File: config.mk
export PLATFORM = sky130hd
export DESIGN_NAME = ex_div_unit
export DESIGN_NICKNAME = d
export VERILOG_FILES = /design/src/rtl/ex_div_unit.sv
export SDC_FILE = /design/constraint.sdc
export NUM_CORES = 1
export LEC_CHECK = 0
export ABC_AREA = 0
export CELL_PAD_IN_SITES_DETAIL_PLACEMENT = 0
export CELL_PAD_IN_SITES_GLOBAL_PLACEMENT = 2
export CORE_UTILIZATION = 38
export CTS_CLUSTER_SIZE = 16
export DETAILED_ROUTE_END_ITERATION = 12
export PLACE_DENSITY = 0.95
export SKIP_LAST_GASP = 1
export SLEW_MARGIN = 20
export SYNTH_ARGS = -nofsm -noshare
export SYNTH_HDL_FRONTEND = slang
export SYNTH_SLANG_ARGS = --single-unit
File: constraint.sdc
create_clock -name clk -period 7 [get_ports clk]
set_input_delay 1.05 -clock clk [delete_from_list [all_inputs] [get_ports clk]]
set_output_delay 1.05 -clock clk [all_outputs]
set_load 0.05 [all_outputs]
File: src/rtl/ex_div_unit.sv
// Iterative RV64M divider for the EX stage: radix-2 restoring, one quotient bit per cycle.
// Handles DIV/DIVU/REM/REMU and W variants; stalls the pipeline until the result is ready.
module ex_div_unit #(
  parameter int XLEN = 64,
  parameter int WLEN = 32
) (
  input  logic            clk,
  input  logic            rst_n,
  input  logic            flush,
  input  logic            start,
  input  logic [2:0]      op,
  input  logic [XLEN-1:0] src1,
  input  logic [XLEN-1:0] src2,
  output logic            busy,
  output logic            stall_req,
  output logic            done,
  output logic [XLEN-1:0] result
);

  localparam int CW = $clog2(XLEN + 1);

  typedef enum logic [1:0] {S_IDLE, S_CALC, S_FIX, S_DONE} state_t;

  state_t state, state_nxt;

  logic            op_rem_q, op_w_q, s1_q, s2_q;
  logic [XLEN-1:0] rem_q, quo_q, dvsr_q;
  logic [CW-1:0]   cnt_q;

  logic            accept, s1, s2, div_zero, ovf, special;
  logic [XLEN-1:0] a1, a2, mag1, mag2, min_v, spec_val;
  logic [XLEN:0]   shifted, diff;
  logic [XLEN-1:0] q_mag, q_val, r_val, fix_val;

  function automatic logic [XLEN-1:0] ext_op(input logic [XLEN-1:0] v, input logic u,
                                             input logic w);
    if (!w) return v;
    return u ? {{(XLEN-WLEN){1'b0}}, v[WLEN-1:0]}
             : {{(XLEN-WLEN){v[WLEN-1]}}, v[WLEN-1:0]};
  endfunction

  // W results are always sign-extended from bit 31, even for unsigned W ops.
  function automatic logic [XLEN-1:0] word_ext(input logic [XLEN-1:0] v, input logic w);
    return w ? {{(XLEN-WLEN){v[WLEN-1]}}, v[WLEN-1:0]} : v;
  endfunction

  function automatic logic [XLEN-1:0] neg_if(input logic [XLEN-1:0] v, input logic n);
    return n ? ((~v) + XLEN'(1)) : v;
  endfunction

  // Accept stage: operand conditioning and special-case detection
  always_comb begin
    accept   = start & ~flush & ((state == S_IDLE) | (state == S_DONE));
    a1       = ext_op(src1, op[0], op[2]);
    a2       = ext_op(src2, op[0], op[2]);
    s1       = ~op[0] & a1[XLEN-1];
    s2       = ~op[0] & a2[XLEN-1];
    mag1     = neg_if(a1, s1);
    mag2     = neg_if(a2, s2);
    min_v    = op[2] ? {{(XLEN-WLEN+1){1'b1}}, {(WLEN-1){1'b0}}}
                     : {1'b1, {(XLEN-1){1'b0}}};
    div_zero = (a2 == '0);
    ovf      = ~op[0] & (a1 == min_v) & (a2 == '1);
    special  = div_zero | ovf;
    if (div_zero) spec_val = op[1] ? a1 : '1;
    else          spec_val = op[1] ? '0 : a1;
    spec_val = word_ext(spec_val, op[2]);
  end

  // Calc stage: one restoring step; W dividends are pre-aligned to the top of quo_q
  always_comb begin
    shifted = {rem_q, quo_q[XLEN-1]};
    diff    = shifted - {1'b0, dvsr_q};
  end

  // Fix stage: sign correction and result selection
  always_comb begin
    q_mag   = op_w_q ? {{(XLEN-WLEN){1'b0}}, quo_q[WLEN-1:0]} : quo_q;
    q_val   = neg_if(q_mag, s1_q ^ s2_q);
    r_val   = neg_if(rem_q, s1_q);
    fix_val = word_ext(op_rem_q ? r_val : q_val, op_w_q);
  end

  always_ff @(posedge clk or negedge rst_n) begin
    if (!rst_n) state <= S_IDLE;
    else        state <= state_nxt;
  end

  always_comb begin
    state_nxt = state;
    if (flush) begin
      state_nxt = S_IDLE;
    end else begin
      case (state)
        S_IDLE, S_DONE: begin
          if (accept) state_nxt = special ? S_DONE : S_CALC;
          else        state_nxt = S_IDLE;
        end
        S_CALC:  if (cnt_q == CW'(1)) state_nxt = S_FIX;
        S_FIX:   state_nxt = S_DONE;
        default: state_nxt = S_IDLE;
      endcase
    end
  end

  always_comb begin
    busy      = (state == S_CALC) | (state == S_FIX);
    done      = (state == S_DONE);
    stall_req = accept | busy;
  end

  always_ff @(posedge clk or negedge rst_n) begin
    if (!rst_n) begin
      op_rem_q <= 1'b0;
      op_w_q   <= 1'b0;
      s1_q     <= 1'b0;
      s2_q     <= 1'b0;
      rem_q    <= '0;
      quo_q    <= '0;
      dvsr_q   <= '0;
      cnt_q    <= '0;
      result   <= '0;
    end else if (!flush) begin
      if (accept) begin
        op_rem_q <= op[1];
        op_w_q   <= op[2];
        s1_q     <= s1;
        s2_q     <= s2;
        rem_q    <= '0;
        quo_q    <= op[2] ? {mag1[WLEN-1:0], {(XLEN-WLEN){1'b0}}} : mag1;
        dvsr_q   <= mag2;
        cnt_q    <= op[2] ? CW'(WLEN) : CW'(XLEN);
        if (special) result <= spec_val;
      end else if (state == S_CALC) begin
        rem_q <= diff[XLEN] ? shifted[XLEN-1:0] : diff[XLEN-1:0];
        quo_q <= {quo_q[XLEN-2:0], ~diff[XLEN]};
        cnt_q <= cnt_q - CW'(1);
      end else if (state == S_FIX) begin
        result <= fix_val;
      end
    end
  end

endmodule

==> out/results.ini <==
[clocking]
holdBufCountCts = 0
clk_pin_slew_worst_paths_ps = 60
cts_made_buffers = 36
clkLatencyLatePin_ps = 580
cts_resized = 0
cts_root_buf = clkbuf_16
clock-sinks = 269
cts_tree = yes
h-tree-depth = 2
clockBufferDepth = 3
post-cts-setup-buffer-count = 0

[layout]
layout_commonest_cell = nand2_1
final_nets = 3372
fill_cells = 6151
drive_gt1_share_pct = 4.27
layout_common_cells = nand2_1, nor2_1, a21oi_1
areaGrowthSynthToFinish_pct = 16.5
final_cells = 3967

[placement]
placed_cells = 3906
place_congestion = 0.991
portBuffers = 201
hpwl_microns = 75900
place_ws_ps = 1150

[routing]
drt_iter0_drc = 2429
wl_per_cell_microns = 24.9
wirelength_microns = 98900
route.detailed.drc = 0
ant_nets = 0
routed_via_density = 6.16
vias = 24400
drtPass1Iterations = 6

[synthesis]
ys_seq_area_share_pct = 28.6
netlist_area_sq_um = 23600
synth_compound_area_share_pct = 25.1
synth_cell_types = 80
syn_nets = 3287
synth-simple-area-share_pct = 20.8
synthAdderAreaFrac_pct = 5.75
synth_top_family_by_area = compound AO/OA/AOI/OAI gates
synthCells = 3077
synthXorXnorAreaFrac_pct = 11.0
synthMuxAreaShare_pct = 4.00
syn_avg_cell_area_sq_um = 7.66
synth_seq_cells = 269
synth_edf_count = 0
synth_ff_type = dfrtp_1
yosys_warnings = 0
async_reset_ff_share_pct = 100

[timing]
clock_skew_ps = 43.6
finalSetupViolCount = 0
hold_viol = 0
maxSlewViolCount = 0
tightest_slew_ps = 1110
relSlewSlack_pct = 26.2
timing.fmax_mhz = 191
setup_tns_ps = 0
rsz0062_at_grt = no
timing.final.crit_share_pct = 74.8
min_period_ps = 5240
setup_ws_ps = 1760

[floorplanning]
fp-row-count = 90
die_w_microns = 251
die_h_microns = 251
initial_utilization_pct = 38.8
dieArea_sq_um = 63000
ios = 202
coreArea_sq_um = 60800

[power_and_ir_drop]
leakagePower_nw = 11.3
p_per_area_nw_per_um2 = 410
peakVddDrop_v = 0.000279

[worst_setup_path]
rr_worst_depth = 14
cp_data_arrival_time_ps = 5710
cp-end-kind = register
start_kind = primary input
critical_path_required_ps = 7470
crit_fanout = 96
crit_type = primary input to register

[flow_run]
drv_cap = 0

[grt]
gr-total-overflow = 0
antenna_found_initial = 0
first_global_vias = 23200
grt_pass1_wl_microns = 148000
grt_use_total_pct = 30.7
grt_max_degree = 139

[run_status]
status = finished, final reports clean

[hold_path]
min_path_type = primary input to async pin

[worst max-delay path, cell delays in order]
cell and delay [ps]:
clkdlybuf4s50_1 470, inv_1 100, ha_1 200, or4b_1 560
nor4_2 620, and3_1 360, nand2_2 170, nor3_4 320
a21oi_1 150, a2111oi_4 430, buf_4 840, o21ai_0 210
o22a_1 210
[Yosys cell counts, drive strengths merged, types with 41 or more instances]
library cell,n,share of area [%]
nand2,348,5.6
nor2,305,4.9
a21oi,280,6.0
o21ai,273,5.8
dfrtp,269,29
clkbuf,165,2.6
xnor2,161,6.0
xor2,134,5.0
inv,109,1.7
mux2i,92,3.9
nor3,88,1.9
ha,74,3.9
nor4,51,1.4
a31oi,48,1.3
a211oi,44,1.4
o31ai,42,1.3
maj3,41,1.7
[power breakdown]
part	total [mW]	internal [mW]	switching (mW)
Clock	1.98	1.22	0.766
Sequential	2.81	2.13	0.683
Combinational	6.45	2.20	4.25
Total	11.3	5.55	5.70
[sequential cells by signal, indices dropped and copies added, names as in the netlist]
| register | flops |
|---|---|
| dvsr_q | 64 |
| s2_q | 1 |
| cnt_q | 7 |
| rem_q | 64 |
| state | 2 |
| op_rem_q | 1 |
| op_w_q | 1 |
| quo_q | 64 |
| s1_q | 1 |
| result | 64 |
[per-stage QoR]
stage	power [mW]	area, sq um	hold slack [ps]	util (%)
2_1_floorplan	6.93	23600	449	-
3_3_place_gp	9.09	26200	464	43.1
3_5_place_dp	9.14	26200	471	43.1
4_1_cts	11.2	27500	424	45.1
5_1_grt	11.9	27500	443	45.1
6_report	11.3	27500	400	45.2
[cells by family (layout without fill, tap and decap cells)]
family / Yosys count / count (layout)
XOR/XNOR: 295 / 295
AO/OA/AOI/OAI: 953 / 953
adder cells (fa/ha/maj): 116 / 116
buffers and inverters: 303 / 410
AND/OR/NAND/NOR: 1047 / 1047
flip-flops: 269 / 269
other: 0 / 1
multiplexers: 94 / 94
[final timing paths]
| check | end | slack, ps | start |
|---|---|---|---|
| setup / recovery | result[31] | 1760 | src2[0] |
| hold / removal | result[5] | 400 | rst_n |
| setup reg to reg | rem_q[14] | 2180 | quo_q[63] |
| hold reg to reg | dvsr_q[26] | 470 | dvsr_q[26] |
| max in group asynchronous | result[63] | 5120 | rst_n |
| min in group clk | dvsr_q[26] | 470 | dvsr_q[26] |
[metal layers]
metal  global-route usage, %  wire, microns  vias up
met2                    49.7          45400     1074
met3                    3.42           6420      166
li1                        -              -    11300
met1                    42.2          43400    11900
met4                    11.1           3670        0
met5                       0              0        -
[area by class of cell]
type / count / area [sq um] / share of cell area (%)
diodes: 1 / 2.50 / 0.00911
clock buffers: 45 / 985 / 3.59
clock inverters: 15 / 246 / 0.898
inverters: 111 / 417 / 1.52
multi-input cells: 2505 / 15800 / 57.5
flip-flops and latches: 269 / 6730 / 24.5
well taps: 782 / 978 / 3.56
repair buffers: 239 / 2310 / 8.42
Power figures use the tool's default switching activity.
